[config.mk]
export PLATFORM = sky130hd
export DESIGN_NAME = dmem_dump_ctrl
export DESIGN_NICKNAME = d
export VERILOG_FILES = /design/src/rtl/dmem_dump_ctrl.sv
export SDC_FILE = /design/constraint.sdc
export NUM_CORES = 1
export LEC_CHECK = 0
export CORE_MARGIN = 1
export CORE_UTILIZATION = 39
export DETAILED_ROUTE_END_ITERATION = 12
export GPL_TIMING_DRIVEN = 0
export PLACE_DENSITY = 0.87
export SYNTH_ARGS = -nofsm -noshare
export SYNTH_HDL_FRONTEND = slang
export SYNTH_SLANG_ARGS = --single-unit
[constraint.sdc]
create_clock -name i_clk -period 3.7 [get_ports i_clk]
set_input_delay 0.74 -clock i_clk [delete_from_list [all_inputs] [get_ports i_clk]]
set_output_delay 0.74 -clock i_clk [all_outputs]
set_load 0.01 [all_outputs]
[src/rtl/dmem_dump_ctrl.sv]
// -----------------------------------------------------------------------------
// dmem_dump_ctrl
//
// Purpose:
//   Owns the data-memory port and shares it between the CPU MEM stage and the
//   debug dump engine. While idle, the CPU request passes straight through to
//   data memory. On a dump request the CPU is stalled and memory words
//   0..DUMP_WORDS-1 are read back and streamed to the UART transmitter.
//   Each word is sent as DATA_LENGTH/8 bytes, most significant byte first,
//   over a valid/ready handshake.
//
// Ports:
//   i_clk, i_rst      clock (posedge) and asynchronous active-low reset
//   i_cpu_*           MEM-stage request: address, we, re, size, store data
//   o_cpu_data        load data returned to the CPU (wired from i_mem_data)
//   o_cpu_stall       high whenever the dump engine owns the memory port
//   i_cpu_halted      CPU has retired HALT; the dump only reads once this is set
//   i_dump_start      single-cycle dump request from the debug unit
//   o_dump_busy       high in every state except IDLE
//   o_dump_done       single-cycle pulse after the last byte was accepted
//   o_tx_data/valid   byte stream towards the UART TX
//   i_tx_ready        UART TX takes the byte when valid && ready
//   o_mem_*           data-memory request (address, we, re, size, write data)
//   i_mem_data        read data, valid the cycle after the address is driven
// -----------------------------------------------------------------------------
module dmem_dump_ctrl #(
  parameter int ADDR_LENGTH = 32,
  parameter int DATA_LENGTH = 32,
  parameter int DUMP_WORDS  = 1024
) (
  input  logic                   i_clk,
  input  logic                   i_rst,
  input  logic [ADDR_LENGTH-1:0] i_cpu_addr,
  input  logic                   i_cpu_we,
  input  logic                   i_cpu_re,
  input  logic [4:0]             i_cpu_size,
  input  logic [DATA_LENGTH-1:0] i_cpu_data,
  output logic [DATA_LENGTH-1:0] o_cpu_data,
  output logic                   o_cpu_stall,
  input  logic                   i_cpu_halted,
  input  logic                   i_dump_start,
  output logic                   o_dump_busy,
  output logic                   o_dump_done,
  output logic [7:0]             o_tx_data,
  output logic                   o_tx_valid,
  input  logic                   i_tx_ready,
  output logic [ADDR_LENGTH-1:0] o_mem_addr,
  output logic                   o_mem_we,
  output logic                   o_mem_re,
  output logic [4:0]             o_mem_size,
  output logic [DATA_LENGTH-1:0] o_mem_data,
  input  logic [DATA_LENGTH-1:0] i_mem_data
);

  localparam int BYTES  = DATA_LENGTH / 8;
  localparam int WCNT_W = (DUMP_WORDS > 1) ? $clog2(DUMP_WORDS) : 1;
  localparam int BCNT_W = (BYTES > 1) ? $clog2(BYTES) : 1;

  localparam logic [WCNT_W-1:0] LAST_WORD = WCNT_W'(DUMP_WORDS - 1);
  localparam logic [BCNT_W-1:0] LAST_BYTE = BCNT_W'(BYTES - 1);

  typedef enum logic [2:0] {
    S_IDLE,
    S_WAIT_HALT,
    S_READ,
    S_LATCH,
    S_SEND,
    S_DONE
  } state_t;

  state_t                 state_reg;
  logic [WCNT_W-1:0]      word_cnt_reg;
  logic [BCNT_W-1:0]      byte_cnt_reg;
  logic [DATA_LENGTH-1:0] shift_reg;
  logic [DATA_LENGTH-1:0] shift_next;
  logic                   tx_valid_reg;
  logic                   dump_done_reg;

  // ---------------------------------------------------------------------------
  // Byte-lane shifter: every lane takes the lane below it, lane 0 fills with
  // zero, so the next byte to send always sits in the top lane.
  // ---------------------------------------------------------------------------
  genvar gi;
  generate
    for (gi = 0; gi < BYTES; gi++) begin : g_lane
      if (gi == 0) begin : g_fill
        assign shift_next[7:0] = 8'h00;
      end else begin : g_move
        assign shift_next[8*gi +: 8] = shift_reg[8*(gi-1) +: 8];
      end
    end
  endgenerate

  // ---------------------------------------------------------------------------
  // Dump sequencer. tx_valid and dump_done are registered so the UART and the
  // debug unit see glitch-free handshake signals.
  // ---------------------------------------------------------------------------
  always_ff @(posedge i_clk or negedge i_rst) begin
    if (!i_rst) begin
      state_reg     <= S_IDLE;
      word_cnt_reg  <= '0;
      byte_cnt_reg  <= '0;
      shift_reg     <= '0;
      tx_valid_reg  <= 1'b0;
      dump_done_reg <= 1'b0;
    end else begin
      dump_done_reg <= 1'b0;
      case (state_reg)
        S_IDLE: begin
          if (i_dump_start) begin
            state_reg <= i_cpu_halted ? S_READ : S_WAIT_HALT;
          end
        end

        // The first cycle that sees halted already drives the read (see the
        // port mux below), so it goes straight to LATCH; this keeps the first
        // byte two cycles after halted rises.
        S_WAIT_HALT: begin
          if (i_cpu_halted) begin
            state_reg <= S_LATCH;
          end
        end

        S_READ: begin
          state_reg <= S_LATCH;
        end

        S_LATCH: begin
          shift_reg    <= i_mem_data;
          byte_cnt_reg <= '0;
          tx_valid_reg <= 1'b1;
          state_reg    <= S_SEND;
        end

        // tx_valid is always high here, so ready alone marks an accept.
        S_SEND: begin
          if (i_tx_ready) begin
            shift_reg    <= shift_next;
            byte_cnt_reg <= byte_cnt_reg + 1'b1;
            if (byte_cnt_reg == LAST_BYTE) begin
              tx_valid_reg <= 1'b0;
              if (word_cnt_reg == LAST_WORD) begin
                dump_done_reg <= 1'b1;
                state_reg     <= S_DONE;
              end else begin
                word_cnt_reg <= word_cnt_reg + 1'b1;
                state_reg    <= S_READ;
              end
            end
          end
        end

        S_DONE: begin
          word_cnt_reg <= '0;
          state_reg    <= S_IDLE;
        end

        default: begin
          state_reg <= S_IDLE;
        end
      endcase
    end
  end

  // ---------------------------------------------------------------------------
  // Memory-port ownership. Outside IDLE the write enable is forced low so a
  // stalled CPU store can never reach memory while the dump runs.
  // ---------------------------------------------------------------------------
  always_comb begin
    o_mem_addr = ADDR_LENGTH'(word_cnt_reg);
    o_mem_we   = 1'b0;
    o_mem_re   = 1'b0;
    o_mem_size = 5'b00000;
    o_mem_data = '0;
    case (state_reg)
      S_IDLE: begin
        o_mem_addr = i_cpu_addr;
        o_mem_we   = i_cpu_we;
        o_mem_re   = i_cpu_re;
        o_mem_size = i_cpu_size;
        o_mem_data = i_cpu_data;
      end
      S_WAIT_HALT: begin
        o_mem_re = i_cpu_halted;
      end
      S_READ: begin
        o_mem_re = 1'b1;
      end
      default: begin
      end
    endcase
  end

  assign o_cpu_data  = i_mem_data;
  assign o_cpu_stall = (state_reg != S_IDLE);
  assign o_dump_busy = (state_reg != S_IDLE);
  assign o_dump_done = dump_done_reg;
  assign o_tx_valid  = tx_valid_reg;
  assign o_tx_data   = shift_reg[DATA_LENGTH-1 -: 8];

endmodule
==> flow_summary.ini, run 1 <==
[floorplan]
initial_utilization_pct = 39.96
core_area_um2 = 8175
die_x_um = 93.53
die_area_um2 = 8747
std_cell_rows = 33
ios = 223
fp.dieH_um = 93.53

[worst_setup_path]
endpoint_kind = output port
r2r_slack_ns = 1.85
crit_family = buffers and inverters
crit_chain = buf_2, nor3_1, buf_2, clkbuf_1, and2_1, clkdlybuf4s50_1
cp.arrival_ns = 2.70
cp-start-kind = register
crit_start = state_reg[1]$_DFFE_PN0P_
critPathMaxStageDelay_ns = 0.56
rr_startpoint = word_cnt_reg[0]$_DFFE_PN0P_
critPathSlowestCell = clkdlybuf4s50_1
r2r_cells = 5
crit_path_max_fanout = 10
cpMostUsedCell = buf_2
cp.depth = 6
timing.critical_path.buf_inv = 4
critPathKind = register to output port
worstPathRequired_ns = 2.96

[cells_and_area]
fin_util_pct = 69.93
multi_input_area_um2 = 1546
ff_latch_area_um2 = 1226
final_cells = 706
num_antenna_cells = 0
nets = 712
area_growth_pct = 74.99
largest_reg_flops = 32
fillerInstances = 633
layout-drive-gt1-share_pct = 11.81

[grt]
grtUsageTotal_pct = 24.93
grt_pass1_vias = 3465
grt_pass1_wl_um = 17040
grt_max_degree = 28
antenna_found_initial = 0
gr-total-overflow = 0

[logic_synthesis]
yosys.cell_count.top_type = and2_1
synth_seq_cells = 49
yosysSeqAreaShare_pct = 37.53
async_reset_ff_share_pct = 100.0
syn_avg_cell_area_um2 = 8.782
synthTopCellsByCount = 61 x and2_1, 54 x nand2_1, 49 x dfrtp_1
synth_top_area_cell = dfrtp_1
syn_nets = 482
syn_area_um2 = 3267
synth_top_area_share_pct = 37.53
synth_cells = 372
synth-edff-count = 0
ys_types = 47
synth-main-ff-cell = dfrtp_1
yosys_warnings = 0
synthTopCellsByArea = dfrtp_1 38%, and2_1 12%, buf_4 9.9%, mux2i_1 7.4%, nand2_1 6.2%

[power]
total_power_w = 0.003267
p_leak_nw = 2.380
p_per_area_nw_per_um2 = 571.4
ir_drop_mv = 0.2798

[clock_tree]
cts.reportedPaths.clkPinSlew_ns = 0.09
cts-htree-levels = 2
clock_tree.buffer_depth = 2
tritoncts_num_sinks = 49
numCtsBuffers = 5
cts_tree = built
clock_latency_ns = 0.30
cts_setup_buffers = 0
ctsHoldBuffers = 0
cts_resized = 0
cts-root-buf = clkbuf_8

[routing]
initialDrtViolationCount = 179
dr_total_vias = 3476
wl_per_cell_um = 15.40
drt-pass1-iter-count = 5
drc = 0
wl_um = 10870
viasPerCell = 4.924
ant_nets = 0

[place]
hpwl_um = 8915
portBuffers = 222
place.gp.congestion = 0.8245
dp.cells = 700

[timing]
slew_headroom_pct = 57.04
setup_violations = 0
worst_slew_pin_slew_ns = 0.6444
fin_skew_ns = 0.007336
hold_slack_ns = 0.4548
tns_ns = 0
fmax_ghz = 0.2910
slew_viol_final = 0
rsz0062_at_grt = no
fin_crit_ns = 3.436
post-route-period-util_pct = 92.87
final-hold-violation-count = 0

[hold_path]
hold_class = input pin to async pin

[status]
status = completed

[run]
cap_violations = 0
-- layout make-up --
class,count,share of cell area [%]
repair buffers,223,39.26
well taps,105,2.298
multi-input cells,249,27.05
clock buffers,5,1.204
plain buffers,68,8.251
clock inverters,1,0.08755
flip-flops and latches,49,21.45
inverters,6,0.3940
-- worst paths after layout --
check                                               to
setup / recovery                        o_mem_data[30]
hold / removal               shift_reg[22]$_DFFE_PN0P_
setup reg to reg           word_cnt_reg[4]$_DFFE_PN0P_
hold reg to reg              shift_reg[27]$_DFFE_PN0P_
max in group asynchronous     shift_reg[2]$_DFFE_PN0P_
min in group i_clk           shift_reg[27]$_DFFE_PN0P_
-- metal layers --
layer | vias to the layer above | global-route usage [%] | wire length, um
met2 | 147 | 42.03 | 5410
met4 | 0 | 6.538 | 140
met5 | - | 0 | 0
li1 | 1681 | - | -
met3 | 13 | 4.065 | 754
met1 | 1635 | 33.13 | 4569
-- per-stage QoR --
step	setup WS, ns	area [um^2]
after floorplan	1.565	3267
after global placement	0.5719	5620
after detailed placement	0.5771	5643
after CTS	0.2428	5717
after global routing	0.05907	5717
final	0.2640	5717
-- cell families after synthesis --
logic type | synth area share [%]
AOI/OAI and AO/OA | 14.25
and+or+nand+nor | 24.97
muxes | 7.353
adders and majority gates | 0.7659
buffers and inverters | 15.13
DFF | 37.53
-- report_power, final --
| part | switching, W | total, W | internal [W] |
|---|---|---|---|
| Combinational | 0.000966 | 0.00212 | 0.00116 |
| Clock | 0.000168 | 0.000293 | 0.000125 |
| Sequential | 0.000122 | 0.000852 | 0.000730 |
-- cells in the final DEF, fill, tap and decap left out, types with 4 or more instances in the layout --
master,n
clkdlybuf4s50_1,221
and2_1,61
nand2_1,54
dfrtp_1,49
buf_4,43
o21ai_0,29
mux2i_1,24
clkbuf_1,11
buf_2,8
nor2_1,8
a22o_1,8
o21ai_1,7
nand3_1,7
nor3_1,6
inv_1,6
buf_6,6
clkbuf_8,5
a31oi_1,4
No activity file was read; power rests on OpenSTA's default activity.
==> inputs of run 2 (changes only) <==
Settings changed: REMOVE_ABC_BUFFERS set to 1.
==> flow_summary.ini, run 2 (synthesis results as in run 1) <==
[status]
status = completed

[worst_setup_path]
crit_family = buffers and inverters
crit_path_max_fanout = 26
timing.critical_path.buf_inv = 4
cp.arrival_ns = 2.69
crit_chain = nor3_2, buf_6, buf_6, inv_1, nand2_1, nand2_1, clkdlybuf4s50_1
critPathMaxStageDelay_ns = 0.90
cp-start-kind = register
endpoint_kind = output port
critPathKind = register to output port
worstPathRequired_ns = 2.96
critPathSlowestCell = dfrtp_1

[grt]
grt_pass1_vias = 2943
gr-total-overflow = 0
grt_pass1_wl_um = 14600
grt_max_degree = 58
antenna_found_initial = 0
grtUsageTotal_pct = 21.47

[timing]
hold_slack_ns = 0.3529
post-route-period-util_pct = 92.83
setup_violations = 0
slew_viol_final = 0
fin_skew_ns = 0.01152
rsz0062_at_grt = no
slew_headroom_pct = 20.40
worst_slew_pin_slew_ns = 1.191
fin_crit_ns = 3.435
tns_ns = 0
final-hold-violation-count = 0
fmax_ghz = 0.2912
worst_slack_ns = 0.2654

[place]
dpl_cell_area_um2 = 5224
hpwl_um = 8026
dpl_worst_slack_ns = 0.6043
place.gp.congestion = 0.8165
portBuffers = 222

[routing]
drt-pass1-iter-count = 6
wl_um = 10150
dr_total_vias = 3160
wl_per_cell_um = 15.76
drc = 0
viasPerCell = 4.907
initialDrtViolationCount = 143
ant_nets = 0

[clock_tree]
cts_tree = built
cts_resized = 0
numCtsBuffers = 5
cts.reportedPaths.clkPinSlew_ns = 0.10
clock_latency_ns = 0.30
cts-htree-levels = 2
ctsHoldBuffers = 0
tritoncts_num_sinks = 49
cts_setup_buffers = 0
cts-root-buf = clkbuf_8
clock_tree.buffer_depth = 2

[run]
cap_violations = 0

[power]
total_power_w = 0.003192
p_leak_nw = 2.131
power.switching_w = 0.001204
p_seq_share_pct = 28.1
power_frac_comb_pct = 59.3
netSwitchingFraction_pct = 37.71
ir_drop_mv = 0.4192
clkPwrFrac_pct = 12.6
p_int_w = 0.001989
p_per_area_nw_per_um2 = 597.4

[cells_and_area]
layout-drive-gt1-share_pct = 3.896
final_area_um2 = 5344
area_growth_pct = 63.58
final_cell_mix = 221 x clkdlybuf4s50_1, 61 x and2_1, 54 x nand2_1, 49 x dfrtp_1, 29 x o21ai_0
num_antenna_cells = 0
layout_commonest_cell = clkdlybuf4s50_1
largest_reg_flops = 32
nets = 648

[floorplan]
ios = 223
initial_utilization_pct = 39.96
core_area_um2 = 8175
std_cell_rows = 33
fp.dieH_um = 93.53
die_area_um2 = 8747
die_x_um = 93.53

[hold_path]
hold_class = input pin to async pin
-- run 2: changes by cell type in the layout (fill, tap and decap cells not counted), sizes merged --
| cell | before | now |
|---|---|---|
| buf | 58 | 6 |
| clkbuf | 17 | 6 |
| clkinv | 1 | 0 |
| bufinv | 0 | 1 |
| clkinvlp | 0 | 1 |
-- run 2: cell type report --
cell class | count | area (um^2)
timing repair buffer | 227 | 2286
sequential | 49 | 1226
tap | 105 | 131.4
inverter | 6 | 22.52
multi-input combinational | 249 | 1558
fill | 656 | 2831
clock inverter | 2 | 37.54
clock buffer | 6 | 82.58
-- run 2: routing by layer --
layer | part of all wire (%) | vias up | global-route usage (%)
met5 | 0 | - | 0
met4 | 1.5 | 0 | 6.282
met3 | 5.6 | 12 | 4.065
met2 | 50 | 107 | 35.29
met1 | 43 | 1489 | 28.67
li1 | - | 1552 | -
-- run 2: per-stage QoR --
step / cells / utilization (%)
final: 644 / 65.37
after global routing: 644 / 65.37
after CTS: 644 / 65.37
after detailed placement: 636 / 63.90
after global placement: 631 / 62.98
after floorplan: 304 / -
-- run 2: path summary, 6_finish.rpt --
path | startpoint | endpoint | slack (ns) | cells after the start
hold / removal | i_rst | shift_reg[24]$_DFFE_PN0P_ | 0.35 | 1
setup / recovery | state_reg[0]$_DFFE_PN0P_ | o_mem_addr[0] | 0.27 | 7
min in group i_clk | shift_reg[31]$_DFFE_PN0P_ | shift_reg[31]$_DFFE_PN0P_ | 0.49 | 2
setup reg to reg | state_reg[0]$_DFFE_PN0P_ | shift_reg[22]$_DFFE_PN0P_ | 1.13 | 3
hold reg to reg | shift_reg[31]$_DFFE_PN0P_ | shift_reg[31]$_DFFE_PN0P_ | 0.49 | 2
max in group asynchronous | i_rst | word_cnt_reg[1]$_DFFE_PN0P_ | 2.82 | 2
-- run 2: worst register-to-register path: cells and delay by family, from the launching register on --
family	cells	cell delay, ns
compound gates	2	1.21
simple gates	1	0.50
flops	1	0.70
-- run 2: power by group through the flow --
| stage | combinational, W | sequential [W] | clock, W |
|---|---|---|---|
| after global placement | 0.00180 | 0.000883 | 0 |
| after detailed placement | 0.00190 | 0.000905 | 0 |
| after global routing | 0.00204 | 0.000925 | 0.000425 |
| final | 0.00189 | 0.000897 | 0.000402 |
| after floorplan | 0.000847 | 0.000877 | 0 |
| after CTS | 0.00191 | 0.000896 | 0.000409 |
